===== config.mk =====
export PLATFORM = sky130hd
export DESIGN_NAME = store_unit
export DESIGN_NICKNAME = d
export VERILOG_FILES = /design/src/rtl/store_unit.sv
export SDC_FILE = /design/constraint.sdc
export NUM_CORES = 1
export LEC_CHECK = 0
export ABC_AREA = 1
export ABC_CLOCK_PERIOD_IN_PS = 3100
export CELL_PAD_IN_SITES_DETAIL_PLACEMENT = 2
export CELL_PAD_IN_SITES_GLOBAL_PLACEMENT = 2
export CORE_MARGIN = 1
export CORE_UTILIZATION = 30
export CTS_CLUSTER_DIAMETER = 30
export DETAILED_ROUTE_END_ITERATION = 7
export HOLD_SLACK_MARGIN = 0.1
export PLACE_DENSITY_LB_ADDON = 0.08
export SYNTH_ARGS = -nofsm -noshare
export SYNTH_HDL_FRONTEND = slang
export SYNTH_SLANG_ARGS = --single-unit

===== constraint.sdc =====
create_clock -name clk -period 3.1 [get_ports clk]
set_clock_uncertainty 0.1 [all_clocks]
set_input_delay 0.62 -clock clk [delete_from_list [all_inputs] [get_ports clk]]
set_output_delay 0.62 -clock clk [all_outputs]
set_load 0.01 [all_outputs]

===== src/rtl/store_unit.sv =====
// store_unit: aligns RV32 stores to byte lanes behind a two-entry (output + skid) buffer.
// Define STORE_MISALIGN_TRAP_EN to drop misaligned SH/SW with an o_err pulse instead of forcing alignment.
module store_unit #(
  parameter int ADDR_W = 32
) (
  input  logic              clk,
  input  logic              rst_n,
  input  logic              i_valid,
  output logic              o_ready,
  input  logic [ADDR_W-1:0] i_addr,
  input  logic [2:0]        i_funct3,
  input  logic [31:0]       i_wdata,
  output logic              o_mem_valid,
  input  logic              i_mem_ready,
  output logic [ADDR_W-1:0] o_mem_addr,
  output logic [31:0]       o_mem_wdata,
  output logic [3:0]        o_mem_we,
  output logic              o_err,
  output logic              o_idle
);
  localparam int W = ADDR_W + 36;
  typedef enum logic [1:0] {EMPTY, BUSY, FULL} state_e;
  state_e state_q, state_d;
  logic [W-1:0] out_q, out_d, skid_q, skid_d, new_e;
  logic [3:0] new_we;
  logic [31:0] new_wdata;
  logic err_q, err_d, legal, accept, take;
  always_comb begin
    new_we = i_funct3[1] ? 4'b1111 : i_funct3[0] ? 4'b0011 << {i_addr[1], 1'b0} : 4'b0001 << i_addr[1:0];
    new_wdata = i_funct3[1] ? i_wdata : i_funct3[0] ? {2{i_wdata[15:0]}} : {4{i_wdata[7:0]}};
    new_e = {i_addr[ADDR_W-1:2], 2'b00, new_wdata, new_we};
`ifdef STORE_MISALIGN_TRAP_EN
    legal = !i_funct3[2] && i_funct3[1:0] != 2'b11 && !(i_funct3[0] && i_addr[0]) && !(i_funct3[1] && i_addr[1:0] != 2'b00);
`else
    legal = !i_funct3[2] && i_funct3[1:0] != 2'b11;
`endif
  end
  assign o_ready     = state_q != FULL;
  assign o_idle      = state_q == EMPTY;
  assign o_mem_valid = state_q != EMPTY;
  assign o_err       = err_q;
  assign {o_mem_addr, o_mem_wdata, o_mem_we} = out_q;
  assign accept = i_valid && o_ready;
  assign take   = accept && legal;
  always_comb begin
    state_d = state_q;
    out_d   = out_q;
    skid_d  = skid_q;
    err_d   = accept && !legal;
    case (state_q)
      EMPTY: if (take) begin
        state_d = BUSY;
        out_d   = new_e;
      end
      BUSY: if (take && i_mem_ready) out_d = new_e;
      else if (take) begin
        state_d = FULL;
        skid_d  = new_e;
      end else if (i_mem_ready) state_d = EMPTY;
      FULL: if (i_mem_ready) begin
        state_d = BUSY;
        out_d   = skid_q;
      end
      default: state_d = EMPTY;
    endcase
  end
  always_ff @(posedge clk or negedge rst_n) begin
    if (!rst_n) begin
      state_q <= EMPTY;
      out_q   <= '0;
      skid_q  <= '0;
      err_q   <= 1'b0;
    end else begin
      state_q <= state_d;
      out_q   <= out_d;
      skid_q  <= skid_d;
      err_q   <= err_d;
    end
  end
endmodule


After elaboration in Yosys (flattened, before gate mapping). Cells that the tools add are included.

Reductions and logical operators: 13. Shift operators: 2. Muxes and demuxes: 14. Eq/ne operators: 9. Bitwise logic cells: 1.

Operator list (number): 68-bit 2-to-1 mux (3); 68-bit case mux with 3 select lines (1); 32-bit 2-to-1 mux (2); 2-bit 2-to-1 mux (5); 2-bit != test (second input constant) (5); 4-bit 2-to-1 mux (2); 4-bit AND reduction (2); 2-bit case mux with 3 select lines (1); 1-bit logical AND (5); 1-bit by 2-bit << shifter with 4-bit output (first input constant) (1); 2-bit by 2-bit << shifter with 4-bit output (first input constant) (1); 3-bit != test (second input constant) (1); 3-bit AND reduction (1); 3-bit nonzero test (1); 2-bit by 1-bit == test with 1-bit output (second input constant) (1); 2-bit == test (second input constant) (1); 1-bit zero test (2); 2-bit zero test (1); 2-bit by 1-bit != test with 1-bit output (second input constant) (1); 2-bit nonzero test (1); 1-bit inverter (1).

Word-level logic and storage cells: 43. Output and inout port bits: 72. Register bits: 137. Bits of input ports: 71.

Logic depth before layout (Yosys ltp).
Depth after elaboration: 6. Mapped depth: 10. Mapped depth without buffers: 8.

Least setup slack after synthesis. Ideal clock, no wire load.

Path type: in2reg. Start: input port i_funct3[1]. End: register skid_q[23]. Setup time: 124 ps. Data required time: 2876 ps. Data arrival time: 1602 ps. Path buffers: 3. Slack: 1275 ps. Cell stages on the path: 9. Cells stage by stage: buf_2 nand2_1 nand2_1 nor2_4 nand2_2 buf_2 buf_2 nor2_1 a21oi_1.

Longest elaborated chain between the ends: 6. Elaborated cells between the ends (all ways): 7. Classes of those cells: eq/ne (1); mux (1); bitwise (1); reduce/logical (4).

Ends and longest elaborated chain: from (decl) (line 11) `input logic [2:0] i_funct3,`; 2-bit != test (line 35) `legal = !i_funct3[2] && i_funct3[1:0] != 2'b11;`; 1-bit logical AND (line 35); 1-bit logical AND (line 44) `assign take = accept && legal;`; 1-bit logical AND (line 55) `BUSY: if (take && i_mem_ready) out_d = new_e;`; 1-bit inverter (no line); 3-bit AND reduction (no line); to (signal assigned) (line 76) `skid_q <= skid_d;`; to (decl) (line 24) `logic [W-1:0] out_q, out_d, skid_q, skid_d, new_e;`.

Several ways; a longest one is shown, not always the timed one. A chain may end at the register's enable or synchronous reset.

Worst setup path in the final report.
Start: register state_q[1]. End: output port o_ready.

Longest elaborated chain between the ends: 1.

Ends and longest elaborated chain: from (decl) (line 23) `state_e state_q, state_d;`; from (signal assigned) (line 74) `state_q <= state_d;`; 2-bit != test (line 38) `assign o_ready = state_q != FULL;`; to (decl) (line 9) `output logic o_ready,`.

Every way passes these cells.

==> results.py <==
metrics = {
    "setup_path": {
        "cp.required_ns": 2.38,
        "critPathKind": "reg2out",
        "reg2reg_depth": 7,
        "r2r-end": "skid_q[56]$_DFFE_PN0P_",
        "reg2reg_from": "state_q[1]$_DFFE_PN0P_",
        "crit_path_end_kind": "output port",
        "critical_path_arrival_ns": 1.89,
        "critPathLaunchType": "flip-flop",
        "path_max_fanout": 11,
        "rrSetupSlack_ns": 0.64,
    },
    "layout": {
        "final_common_cell": "nand2_1",
        "fin_cells": 1254,
        "num-nets-final": 1042,
        "drive_gt1_frac": 0.0518,
        "fin_area_mm2": 0.00857,
        "syn_to_final_growth_pct": 36.0,
        "final_cell_mix": "nand2_1, clkdlybuf4s50_1, dfrtp_1, o21ai_0, inv_1",
        "utilization": 0.420,
        "fill_cells": 2354,
        "antenna_cells": 0,
    },
    "status": {
        "outcome": "finished, final reports clean",
    },
    "route": {
        "dr.pass1.iters": 4,
        "detail_route.wirelength_um": 20800,
        "routed_via_density": 4.77,
        "wl_per_cell_um": 16.6,
        "drtIter0Drc": 201,
        "drcViolationCount": 0,
        "ant_nets": 0,
        "num_vias": 5976,
    },
    "clocking": {
        "cts_tree": "yes",
        "ctsHtreeMaxLevel": 4,
        "path_clk_slew_ns": 0.06,
        "insertion_delay_ns": 0.42,
        "cts_buffers": 17,
        "post_cts_buffers": 0,
        "cts_buffer_depth": 2,
        "clock_sinks": 135,
        "cts_root_buf": "clkbuf_16",
    },
    "sta": {
        "whs_ns": 0.370,
        "fin_crit_sh": 0.843,
        "fin_setup_tns_ns": 0,
        "post-route-min-period_ns": 2.61,
        "layout_setup_ws_ns": 0.488,
        "tightestPinTransition_ns": 0.636,
        "slew_violations": 0,
        "fmax_mhz": 383,
        "rsz0062_at_grt": "no",
        "slew_headroom": 0.576,
        "hold_viol_final": 0,
        "setup_viol": 0,
    },
    "worst_hold_path": {
        "hold_class": "reg2reg",
        "hold_end": "out_q[48]$_DFFE_PN0P_",
        "min-delay-start": "out_q[48]$_DFFE_PN0P_",
        "min_path_cells": 2,
    },
    "place": {
        "dp.cells": 1221,
        "io_buffers": 140,
        "gp_congestion": 0.750,
        "dp_hpwl_um": 14400,
        "dpl_cell_area_mm2": 0.00795,
        "pre_cts_ws_ns": 0.344,
    },
    "floorplanning": {
        "die_y_um": 147,
        "fp-row-count": 52,
        "core-area_mm2": 0.0204,
        "initial_core_util": 0.308,
        "die_area_mm2": 0.0216,
        "pin_count": 143,
        "die_w_um": 147,
    },
    "synth": {
        "ys_types": 18,
        "synth_area_mm2": 0.00630,
        "synth_seq_cells": 135,
        "yosysSeqAreaShare": 0.536,
        "yosysWarningCount": 0,
        "synthCells": 848,
        "avgSynthCellArea_um2": 7.43,
    },
    "global_route": {
        "grt_max_degree": 68,
        "grt_pass1_vias": 6755,
        "overflow": 0,
        "grtUsageTotal": 0.204,
        "grt_first_pass_wirelength_um": 34700,
        "antenna_found_initial": 0,
    },
    "power": {
        "leakagePower_nw": 4.39,
        "power.density_mw_per_mm2": 724,
        "ir_worst_vdd_mv": 0.373,
        "power_mw": 6.21,
    },
    "job": {
        "drv_cap": 0,
    },
}
where the power goes:
group / leakage, nW / internal (mW) / switching (mW)
combinational: 2.41 / 0.745 / 0.775
sequential: 1.69 / 2.29 / 0.293
clock: 0.286 / 1.31 / 0.790
total: 4.39 / 4.35 / 1.86
area by class of cell:
class | instances | area, µm² | share of cell area
multi-input cells | 600 | 2460 | 0.287
flip-flops and latches | 135 | 3380 | 0.394
inverters | 62 | 233 | 0.0271
repair buffers | 155 | 1560 | 0.181
well taps | 270 | 338 | 0.0394
clock buffers | 21 | 460 | 0.0537
clock inverters | 11 | 148 | 0.0172
timing repair:
| action | CTS | global route |
|---|---|---|
| hold endpoints to repair | 15 | 0 |
| hold buffers | 1 | 0 |
| gates resized for setup | 0 | 0 |
routing by layer:
metal / global-route usage / routed length, µm
met1: 0.260 / 9370
met2: 0.357 / 10400
met3: 0.0351 / 812
met4: 0.0572 / 262
met5: 0 / 0
critical path, stage by stage, from the launching register on:
cell and delay [ns]:
dfrtp_1 0.42, nand2_1 0.41, clkdlybuf4s50_1 0.65
cells in the mapped netlist, drive strengths merged:
| library cell | instances | area share |
|---|---|---|
| nand2 | 447 | 0.27 |
| dfrtp | 135 | 0.54 |
| o21ai | 98 | 0.078 |
| inv | 62 | 0.037 |
| buf | 30 | 0.027 |
| nand3 | 28 | 0.022 |
| clkbuf | 22 | 0.013 |
| nor2 | 14 | 0.0095 |
| a21oi | 9 | 0.0071 |
| a21boi | 1 | 0.0018 |
| conb | 1 | 0.00060 |
| nor3 | 1 | 0.00079 |
worst max-delay path by stage:
stage                                start                     end  slack [ns]  depth (start not counted)
floorplan                      i_funct3[1]  skid_q[23]$_DFFE_PN0P_        1.27                          9
global placement               i_funct3[0]  skid_q[49]$_DFFE_PN0P_        0.50                          8
detailed placement             i_funct3[0]  skid_q[56]$_DFFE_PN0P_        0.34                          8
CTS                 state_q[1]$_DFFE_PN0P_                 o_ready        0.43                          2
global route        state_q[0]$_DFFE_PN0P_                 o_ready        0.39                          3
finish              state_q[1]$_DFFE_PN0P_                 o_ready        0.49                          2
cell families after synthesis:
logic type             synth area share
flip-flops                        0.536
AND/OR/NAND/NOR                   0.299
buffers and inverters            0.0772
other                          0.000595
AO/OA/AOI/OAI                    0.0868
registers in the layout, summed over array words and instances (netlist names):
| register | flops |
|---|---|
| skid_q | 66 |
| state_q | 2 |
| o_err | 1 |
| out_q | 66 |
(Power assumes the default switching activity.)
